===== src/rtl/dma_bus_ctl.sv =====
// Memory-to-memory DMA engine with bus request/grant, burst limit and CPU gap.
// Define DMA_FILL_EN to build in fill mode (CTRL b3: write SRC_LO repeatedly, 1 clk/byte).
module dma_bus_ctl #(
    parameter int unsigned BURST = 16,
    parameter int unsigned GAP   = 4
) (
    input  logic        clk,
    input  logic        reset,
    input  logic        cs_n,
    input  logic        we_n,
    input  logic [2:0]  rs,
    input  logic [7:0]  din,
    output logic [7:0]  dout,
    output logic        bus_req,
    input  logic        bus_gnt,
    output logic [15:0] dma_ab,
    output logic [7:0]  dma_do,
    output logic        dma_we_n,
    input  logic [7:0]  dma_di,
    output logic        irq_n
);
    localparam logic [7:0] BurstMax = 8'(BURST);
    localparam logic [7:0] GapLast  = 8'(GAP - 1);

    typedef enum logic [2:0] {StIdle, StReq, StRd, StRdw, StWr, StHold, StDone} state_e;

    state_e      state_q, state_d;
    logic [15:0] src_q, src_d, dst_q, dst_d, len_q, len_d;
    logic [7:0]  burst_q, burst_d, gap_q, gap_d, data_q, data_d, dout_q, dout_d;
    logic        src_inc_q, src_inc_d, dst_inc_q, dst_inc_d;
    logic        irq_en_q, irq_en_d, done_q, done_d;
    logic        fill_mode, busy, reg_wr, start;

`ifdef DMA_FILL_EN
    logic fill_q, fill_d;
    assign fill_mode = fill_q;
    always_ff @(posedge clk) begin
        if (reset) begin
            fill_q <= 1'b0;
        end else begin
            fill_q <= fill_d;
        end
    end
`else
    assign fill_mode = 1'b0;
`endif

    assign busy   = (state_q != StIdle) && (state_q != StDone);
    assign reg_wr = !cs_n && !we_n;
    assign start  = reg_wr && (rs == 3'd6) && din[0] && !busy;

    always_comb begin
        state_d   = state_q;
        src_d     = src_q;
        dst_d     = dst_q;
        len_d     = len_q;
        burst_d   = burst_q;
        gap_d     = gap_q;
        data_d    = data_q;
        src_inc_d = src_inc_q;
        dst_inc_d = dst_inc_q;
        irq_en_d  = irq_en_q;
        done_d    = done_q;
`ifdef DMA_FILL_EN
        fill_d    = fill_q;
`endif

        if (reg_wr) begin
            case (rs)
                3'd0: if (!busy) src_d[7:0]  = din;
                3'd1: if (!busy) src_d[15:8] = din;
                3'd2: if (!busy) dst_d[7:0]  = din;
                3'd3: if (!busy) dst_d[15:8] = din;
                3'd4: if (!busy) len_d[7:0]  = din;
                3'd5: if (!busy) len_d[15:8] = din;
                3'd6: begin
                    src_inc_d = din[1];
                    dst_inc_d = din[2];
                    irq_en_d  = din[7];
`ifdef DMA_FILL_EN
                    fill_d    = din[3];
`endif
                end
                default: done_d = 1'b0;
            endcase
        end

        // Every bus state only advances while granted, so a dropped grant freezes the engine.
        case (state_q)
            StIdle, StDone: begin
                if (state_q == StDone) state_d = StIdle;
                if (start) begin
                    if (len_q != 16'd0) begin
                        state_d = StReq;
                        done_d  = 1'b0;
                    end else begin
                        done_d  = 1'b1;
                    end
                end
            end
            StReq: begin
                if (bus_gnt) begin
                    burst_d = 8'd0;
                    state_d = fill_mode ? StWr : StRd;
                end
            end
            StRd: begin
                if (bus_gnt) state_d = StRdw;
            end
            StRdw: begin
                if (bus_gnt) begin
                    data_d  = dma_di;
                    state_d = StWr;
                end
            end
            StWr: begin
                if (bus_gnt) begin
                    if (src_inc_q && !fill_mode) src_d = src_q + 16'd1;
                    if (dst_inc_q) dst_d = dst_q + 16'd1;
                    len_d   = len_q - 16'd1;
                    burst_d = burst_q + 8'd1;
                    if (len_q == 16'd1) begin
                        state_d = StDone;
                        done_d  = 1'b1;
                    end else if (burst_q + 8'd1 == BurstMax) begin
                        state_d = StHold;
                        gap_d   = 8'd0;
                    end else begin
                        state_d = fill_mode ? StWr : StRd;
                    end
                end
            end
            StHold: begin
                if (gap_q == GapLast) state_d = StReq;
                else gap_d = gap_q + 8'd1;
            end
            default: state_d = StIdle;
        endcase
    end

    always_comb begin
        dout_d = 8'h00;
        case (rs)
            3'd0: dout_d = src_q[7:0];
            3'd1: dout_d = src_q[15:8];
            3'd2: dout_d = dst_q[7:0];
            3'd3: dout_d = dst_q[15:8];
            3'd4: dout_d = len_q[7:0];
            3'd5: dout_d = len_q[15:8];
            3'd6: dout_d = {irq_en_q, 3'b000, fill_mode, dst_inc_q, src_inc_q, 1'b0};
            default: dout_d = {done_q, 6'b000000, busy};
        endcase
    end

    always_ff @(posedge clk) begin
        if (reset) begin
            state_q   <= StIdle;
            src_q     <= 16'h0000;
            dst_q     <= 16'h0000;
            len_q     <= 16'h0000;
            burst_q   <= 8'h00;
            gap_q     <= 8'h00;
            data_q    <= 8'h00;
            dout_q    <= 8'h00;
            src_inc_q <= 1'b0;
            dst_inc_q <= 1'b0;
            irq_en_q  <= 1'b0;
            done_q    <= 1'b0;
        end else begin
            state_q   <= state_d;
            src_q     <= src_d;
            dst_q     <= dst_d;
            len_q     <= len_d;
            burst_q   <= burst_d;
            gap_q     <= gap_d;
            data_q    <= data_d;
            dout_q    <= dout_d;
            src_inc_q <= src_inc_d;
            dst_inc_q <= dst_inc_d;
            irq_en_q  <= irq_en_d;
            done_q    <= done_d;
        end
    end

    always_comb begin
        dma_ab = 16'h0000;
        dma_do = 8'h00;
        case (state_q)
            StRd, StRdw: dma_ab = src_q;
            StWr: begin
                dma_ab = dst_q;
                dma_do = fill_mode ? src_q[7:0] : data_q;
            end
            default: ;
        endcase
    end

    assign bus_req  = state_q inside {StReq, StRd, StRdw, StWr};
    assign dma_we_n = (state_q != StWr);
    assign irq_n    = ~(done_q & irq_en_q);
    assign dout     = dout_q;

endmodule


===== config.mk =====
export PLATFORM = sky130hd
export DESIGN_NAME = dma_bus_ctl
export DESIGN_NICKNAME = d
export VERILOG_FILES = /design/src/rtl/dma_bus_ctl.sv
export SDC_FILE = /design/constraint.sdc
export NUM_CORES = 1
export LEC_CHECK = 0
export ABC_AREA = 1
export BUFFER_PORTS_ARGS = -buffer_cell sky130_fd_sc_hd__buf_2
export CORE_ASPECT_RATIO = 0.5
export CORE_MARGIN = 2
export CORE_UTILIZATION = 35
export CTS_BUF_LIST = sky130_fd_sc_hd__clkbuf_16
export DETAILED_ROUTE_END_ITERATION = 8
export PLACE_DENSITY = 0.59
export SKIP_LAST_GASP = 1
export SLEW_MARGIN = 20
export SYNTH_ARGS = -nofsm -noshare
export SYNTH_HDL_FRONTEND = slang
export SYNTH_SLANG_ARGS = --single-unit
export TNS_END_PERCENT = 30

===== constraint.sdc =====
create_clock -name clk -period 5.09 [get_ports clk]
set_clock_uncertainty 0.1 [all_clocks]
set_input_delay 0.2545 -clock clk [delete_from_list [all_inputs] [get_ports clk]]
set_output_delay 0.2545 -clock clk [all_outputs]
set_load 0.05 [all_outputs]

Word-level counts from Yosys, hierarchy flattened
Index checks and enable logic that the tools add are counted.
{ "totals": {"wordCells": 119, "inputBits": 24, "ram_bits": 0, "register_bits": 87, "latchBits": 0, "mem_bits_ro": 0, "output_inout_bits": 35, "mem_count": 0} }
{ "op_classes": {"n_eq_ne": 25, "bitwise_logic": 2, "shifts": 0, "div": 0, "add_sub_neg": 5, "mul": 0, "muxes": 52, "reduce_logical": 23, "order_cmp": 0} }
{ "ops": {"columns": ["op", "count"], "rows": [
  ["$mux 16", 11],
  ["$mux 8", 19],
  ["$pmux 8 s7", 1],
  ["$add 16x1->16 const B", 2],
  ["$pmux 16 s2", 1],
  ["$pmux 8 s2", 2],
  ["$mux 3", 10],
  ["$eq 3x3->1 const B", 6],
  ["$pmux 3 s6", 1],
  ["$add 8x1->8 const B", 2],
  ["$eq 16x1->1 const B", 1],
  ["$ne 2x2->1 const B", 8],
  ["$reduce_bool 16->1", 1],
  ["$sub 16x1->16 const B", 1],
  ["$eq 3x2->1 const B", 4],
  ["$reduce_and 5->1", 2],
  ["$eq 8x2->1 const B", 1],
  ["$eq 8x5->1 const B", 1],
  ["$reduce_or 7->1", 1],
  ["$eq 3x1->1 const B", 2],
  ["$logic_not 3->1", 2],
  ["$mux 1", 6],
  ["$ne 3x3->1 const B", 2],
  ["$logic_and 1x1->1", 5],
  ["10 further kinds", 15]
]} }

Logic depth before layout (Yosys ltp)
{ "logic_depth": {"ltp_word": 8, "ltp_mapped": 12, "depth_no_buf": 12} }

Worst setup path before layout
Ideal clock, no wire load.
{ "synth_timing": {"path_type": "flip-flop to output port", "from": "register state_q[1]", "to": "output dma_ab[9]", "path_buffers": 2, "required_ns": 4.736, "slack_ns": 2.769, "arrival_ns": 1.967, "path_stages_with_launch": 6, "cell_sequence": "dfxtp_1 > nor2_1 > nand2_1 > buf_2 > buf_1 > o22ai_1"} }
{ "synth_between": {"elab_chain_len": 3, "elab_cells_between_ends": 5, "classes_between": "eq/ne: 3; mux: 1; reduce/logical: 1"} }
{ "synth_lines": {"columns": ["item", "line_no", "rtl"], "rows": [
  ["from (decl)", "27", "state_e state_q, state_d;"],
  ["from (signal assigned)", "157", "state_q <= StIdle;"],
  ["from (signal assigned)", "170", "state_q <= state_d;"],
  ["$eq 3x2->1", "188", "case (state_q)"],
  ["$reduce_or 2->1", "188", null],
  ["$pmux 16 s2 *", "188", null],
  ["to (decl)", "16", "output logic [15:0] dma_ab,"]
]} }
Every way passes the cells marked *; elsewhere a longest branch is shown, timed or not.

Final worst setup path
{ "layout_timing": {"from": "register state_q[1]", "to": "register dst_q[1]"} }
{ "layout_between": {"elab_chain_len": 8, "elab_cells_between_ends": 10, "classes_between": "eq/ne: 2; mux: 6; reduce/logical: 2"} }
{ "layout_lines": {"columns": ["item", "line_no", "rtl"], "rows": [
  ["$ne 3x3->1 or $reduce_bool 3->1 (tied branches)", "48", "assign busy = (state_q != StIdle) && (state_q != StDone);"],
  ["$logic_and 1x1->1", "48", null],
  ["$mux 8", "72", "3'd2: if (!busy) dst_d[7:0] = din;"],
  ["$mux 8", "69", "case (rs)"],
  ["$mux 16", "68", "if (reg_wr) begin"],
  ["$mux 16", "119", "if (dst_inc_q) dst_d = dst_q + 16'd1;"],
  ["$mux 16", "117", "if (bus_gnt) begin"],
  ["$mux 16 *", "89", "case (state_q)"],
  ["to (signal assigned)", "172", "dst_q <= dst_d;"],
  ["to (decl)", "28", "logic [15:0] src_q, src_d, dst_q, dst_d, len_q, len_d;"]
]} }
Marks and branches as above.
A chain may end at the register's enable or synchronous reset.

==> impl_metrics.py <==
metrics = {
    "pwr": {
        "power.density_mw_per_mm2": 242.1,
        "report.power.total_mw": 1.517,
        "power.leakage_nw": 2.622,
        "vdd.ir_drop.worst_v": 0.0001492,
    },
    "cts": {
        "ctsLongestPathBuffers": 2,
        "clock_sink_count": 87,
        "cts-resized-gates": 0,
        "cts_h_tree_depth": 3,
        "tritoncts_buffer_count": 9,
        "post-cts-setup-buffers": 0,
        "ctsRootBufferMaster": "sky130_fd_sc_hd__clkbuf_16",
        "worst_setup_hold_path_clk_slew_ns": 0.07,
        "clkLatencyLatePin_ns": 0.35,
        "clock_tree_from_tritoncts": "done",
        "cts_hold_buf": 0,
    },
    "worst_hold_path": {
        "hp-start": "dma_di[1]",
        "worstHoldPathType": "in -> reg",
        "holdPathStages": 3,
        "hold-path-endpoint": "data_q[1]",
    },
    "finish": {
        "n_fill_cell": 1665,
        "layout_common_cells": "154 x sky130_fd_sc_hd__nand2_1, 128 x sky130_fd_sc_hd__inv_1, 92 x sky130_fd_sc_hd__o21ai_0",
        "area_growth_from_synthesis_to_final_layout_pct": 12.80,
        "post_route_cells_drive_above_1_share": 0.1143,
        "final_core_utilization": 0.4054,
        "most_common_cell_after_layout_fill_and_taps_aside": "sky130_fd_sc_hd__nand2_1",
        "num_antenna_cells": 0,
        "nets": 946,
    },
    "global_routing": {
        "number_of_global_route_vias_before_repair": 5384,
        "grt_antenna_before_repair": 0,
        "grt_pass1_wl_mm": 28.32,
        "grt_start_max_net_pins": 54,
        "grt_overflow": 0,
        "gr-usage-all-layers": 0.2121,
    },
    "sta": {
        "setup_viol": 0,
        "achievable-frequency_mhz": 411.3,
        "timing_worst_slew_pin_value_ns": 0.7784,
        "layout_min_cycle_time_ns": 2.431,
        "final_period_util": 0.4776,
        "rsz0062_at_grt": "no",
        "hold_ws_ns": 0.09489,
        "post-route-worst-setup-slack_ns": 2.659,
        "worst_slew_margin_relative_to_its_limit": 0.4791,
        "timing.final.max_slew_violations": 0,
        "hold_viol": 0,
        "fin_tns_setup_ns": 0,
    },
    "logic_synthesis": {
        "yosysWarnings": 0,
        "async_flop_share": 0,
        "syn_inst": 870,
        "yosys.area_share.simple": 0.2820,
        "postSynthAreaPerCell_um2": 6.384,
        "syn_area_mm2": 0.005554,
        "synth-compound-area-share": 0.2462,
        "synth_area_leader_cell": "sky130_fd_sc_hd__dfxtp_1",
        "synth_fp_nets": 902,
        "ys_dominant_reg_cell": "sky130_fd_sc_hd__dfxtp_1",
        "synth_sequential_area_ratio": 0.3136,
        "synth_top_area_frac": 0.3136,
        "postSynthRegisterBits": 87,
        "edff_count_synth": 0,
        "yosys-mux-area-fraction": 0,
        "synth-adder-area-share": 0.01802,
        "leading_cell_types_by_total_area_after_synthesis": "sky130_fd_sc_hd__dfxtp_1 31%, sky130_fd_sc_hd__nand2_1 10%, sky130_fd_sc_hd__inv_1 8.7%",
        "synth-xor-area-share": 0.02208,
        "yosysUniqueCellTypes": 44,
        "main_combinational_cell_family_by_area_after_synthesis": "simple AND/OR/NAND/NOR gates",
    },
    "floorplan": {
        "ios": 59,
        "dieWidth_um": 182.2,
        "rows": 32,
        "core-area_mm2": 0.01545,
        "y_dimension_of_the_die_um": 93.08,
        "effective_utilization_at_floorplan": 0.3594,
        "die_area_mm2": 0.01695,
    },
    "flow_run": {
        "max_cap_violations": 0,
    },
    "critical_path": {
        "buffers_plus_inverters_on_the_worst_setup_path": 4,
        "crit_top_cell": "sky130_fd_sc_hd__nor2_1",
        "critPathTopFamily": "simple AND/OR/NAND/NOR gates",
        "critical_path.max_fanout": 23,
        "required_ns": 5.23,
        "kind_of_end_point_of_the_critical_path": "flip-flop",
        "worstSetupStartpointType": "flip-flop",
        "r2r.worst_path.cells": 11,
        "worst_r2r_startpoint": "state_q[1]",
        "critical_path.cell_chain": "nor2_1, nand2_1, nor2_2, buf_4, inv_2, nor2_4, inv_1, nor2_1, nor2_1, o21ai_1, inv_1",
        "cpMaxStageDelayCell": "sky130_fd_sc_hd__nor2_4",
        "crit-reg2reg-capture": "dst_q[1]",
        "worstPathArrival_ns": 2.57,
        "ff2ff_setup_slack_ns": 2.66,
        "criticalPathCategory": "reg -> reg",
        "slowest_delay_ns": 0.44,
    },
    "place": {
        "dp_worst_setup_slack_ns": 2.672,
        "routabilityCongestion": 0.9830,
        "hpwl_mm": 13.00,
        "port_buffers": 58,
    },
    "drt": {
        "drt-initial-drc-count": 597,
        "route.antenna.remaining_nets": 0,
        "drc_errors": 0,
        "mean_routed_wirelength_per_cell_um": 15.91,
        "detail_route.first_pass.iterations": 5,
        "totalWireLength_mm": 17.87,
        "detail_route.vias_per_cell": 5.394,
        "dr_total_vias": 6057,
    },
    "outcome": {
        "outcome": "finished clean",
    },
}
-- registers in the layout, summed over array words and instances, names as in the netlist --
signal and count:
burst_q 8, data_q 8, done_q 1, dout 8, dst_inc_q 1, dst_q 16
gap_q 8, irq_en_q 1, len_q 16, src_inc_q 1, src_q 16, state_q 3
-- cells by family (layout without fill, tap and decap cells) --
kind of cell,count (synthesis),after routing
and+or+nand+nor,348,348
adders and majority gates,8,8
AOI/OAI and AO/OA,249,249
xor gates and xnor gates,14,14
DFF,87,87
buffers and inverters,164,213
-- synth_stat cells, types with 2 or more instances --
master,instances
sky130_fd_sc_hd__nor3_2,4
sky130_fd_sc_hd__o211ai_1,2
sky130_fd_sc_hd__nand3_1,46
sky130_fd_sc_hd__nor2_2,2
sky130_fd_sc_hd__a21boi_0,2
sky130_fd_sc_hd__o21bai_1,2
sky130_fd_sc_hd__nand3_4,2
sky130_fd_sc_hd__nor2_4,5
sky130_fd_sc_hd__nand2_1,154
sky130_fd_sc_hd__nor4_1,3
sky130_fd_sc_hd__a2111oi_0,3
sky130_fd_sc_hd__o21ai_0,92
sky130_fd_sc_hd__buf_4,2
sky130_fd_sc_hd__or2_2,2
sky130_fd_sc_hd__buf_1,3
sky130_fd_sc_hd__clkbuf_1,13
sky130_fd_sc_hd__o22ai_1,31
sky130_fd_sc_hd__inv_1,128
sky130_fd_sc_hd__a221oi_1,2
sky130_fd_sc_hd__ha_1,8
sky130_fd_sc_hd__nand2_2,4
sky130_fd_sc_hd__dfxtp_1,87
sky130_fd_sc_hd__buf_2,8
sky130_fd_sc_hd__nor2_1,85
sky130_fd_sc_hd__a31oi_1,8
sky130_fd_sc_hd__xnor2_1,3
sky130_fd_sc_hd__xor2_1,11
sky130_fd_sc_hd__o21ai_1,9
sky130_fd_sc_hd__a211oi_1,6
sky130_fd_sc_hd__nor3_1,23
sky130_fd_sc_hd__a21oi_1,87
sky130_fd_sc_hd__inv_2,6
sky130_fd_sc_hd__buf_6,3
sky130_fd_sc_hd__nand4_1,14
-- per-layer routing --
layer | GRT usage | routed length [um] | vias to the layer above
met4 | 0.08468 | 464 | 0
met3 | 0.04556 | 1506 | 38
met2 | 0.3410 | 7899 | 231
met1 | 0.2792 | 8001 | 2793
li1 | - | - | 2995
met5 | 0 | 0 | -
-- where the power goes --
part / internal [mW] / switching, mW
combinational: 0.0508 / 0.143
sequential: 0.692 / 0.0123
clock: 0.327 / 0.292
total: 1.07 / 0.447
-- metrics by stage --
| stage | std cells | area, um2 |
|---|---|---|
| detailed placement | 1106 | 5973 |
| global placement | 1106 | 5973 |
| finish | 1123 | 6265 |
| CTS | 1122 | 6237 |
| global route | 1123 | 6265 |
| floorplan | 870 | 5554 |
-- worst register-to-register path, cell delays in order, from the launching register on --
cell and delay [ns]:
sky130_fd_sc_hd__dfxtp_1 0.37, sky130_fd_sc_hd__nor2_1 0.13, sky130_fd_sc_hd__nand2_1 0.09, sky130_fd_sc_hd__nor2_2 0.09, sky130_fd_sc_hd__buf_4 0.26, sky130_fd_sc_hd__inv_2 0.24, sky130_fd_sc_hd__nor2_4 0.45, sky130_fd_sc_hd__inv_1 0.28
sky130_fd_sc_hd__nor2_1 0.14, sky130_fd_sc_hd__nor2_1 0.05, sky130_fd_sc_hd__o21ai_1 0.10, sky130_fd_sc_hd__inv_1 0.05
-- how the worst max path moves through the flow --
stage / from / end / slack [ns] / cells after the start
6_report: state_q[1] / dst_q[1] / 2.66 / 11
5_1_grt: state_q[1] / dst_q[1] / 2.35 / 11
4_1_cts: state_q[1] / dst_q[1] / 2.65 / 11
3_5_place_dp: state_q[1] / dst_q[1] / 2.67 / 11
3_3_place_gp: state_q[1] / dst_q[1] / 2.69 / 11
2_1_floorplan: state_q[1] / dma_ab[9] / 2.77 / 5
-- final cells by class --
type                            count  area, um2  share of cell area
Clock buffer                        9      225.2             0.03595
Clock inverter                      7      38.79            0.006191
Inverter                          135      506.7             0.08089
Multi-Input combinational cell    619       3157              0.5039
Sequential cell                    87       1742              0.2780
Tap cell                          204      255.2             0.04074
Timing Repair Buffer               62      340.3             0.05432
No activity file was read; power rests on OpenSTA's default activity.
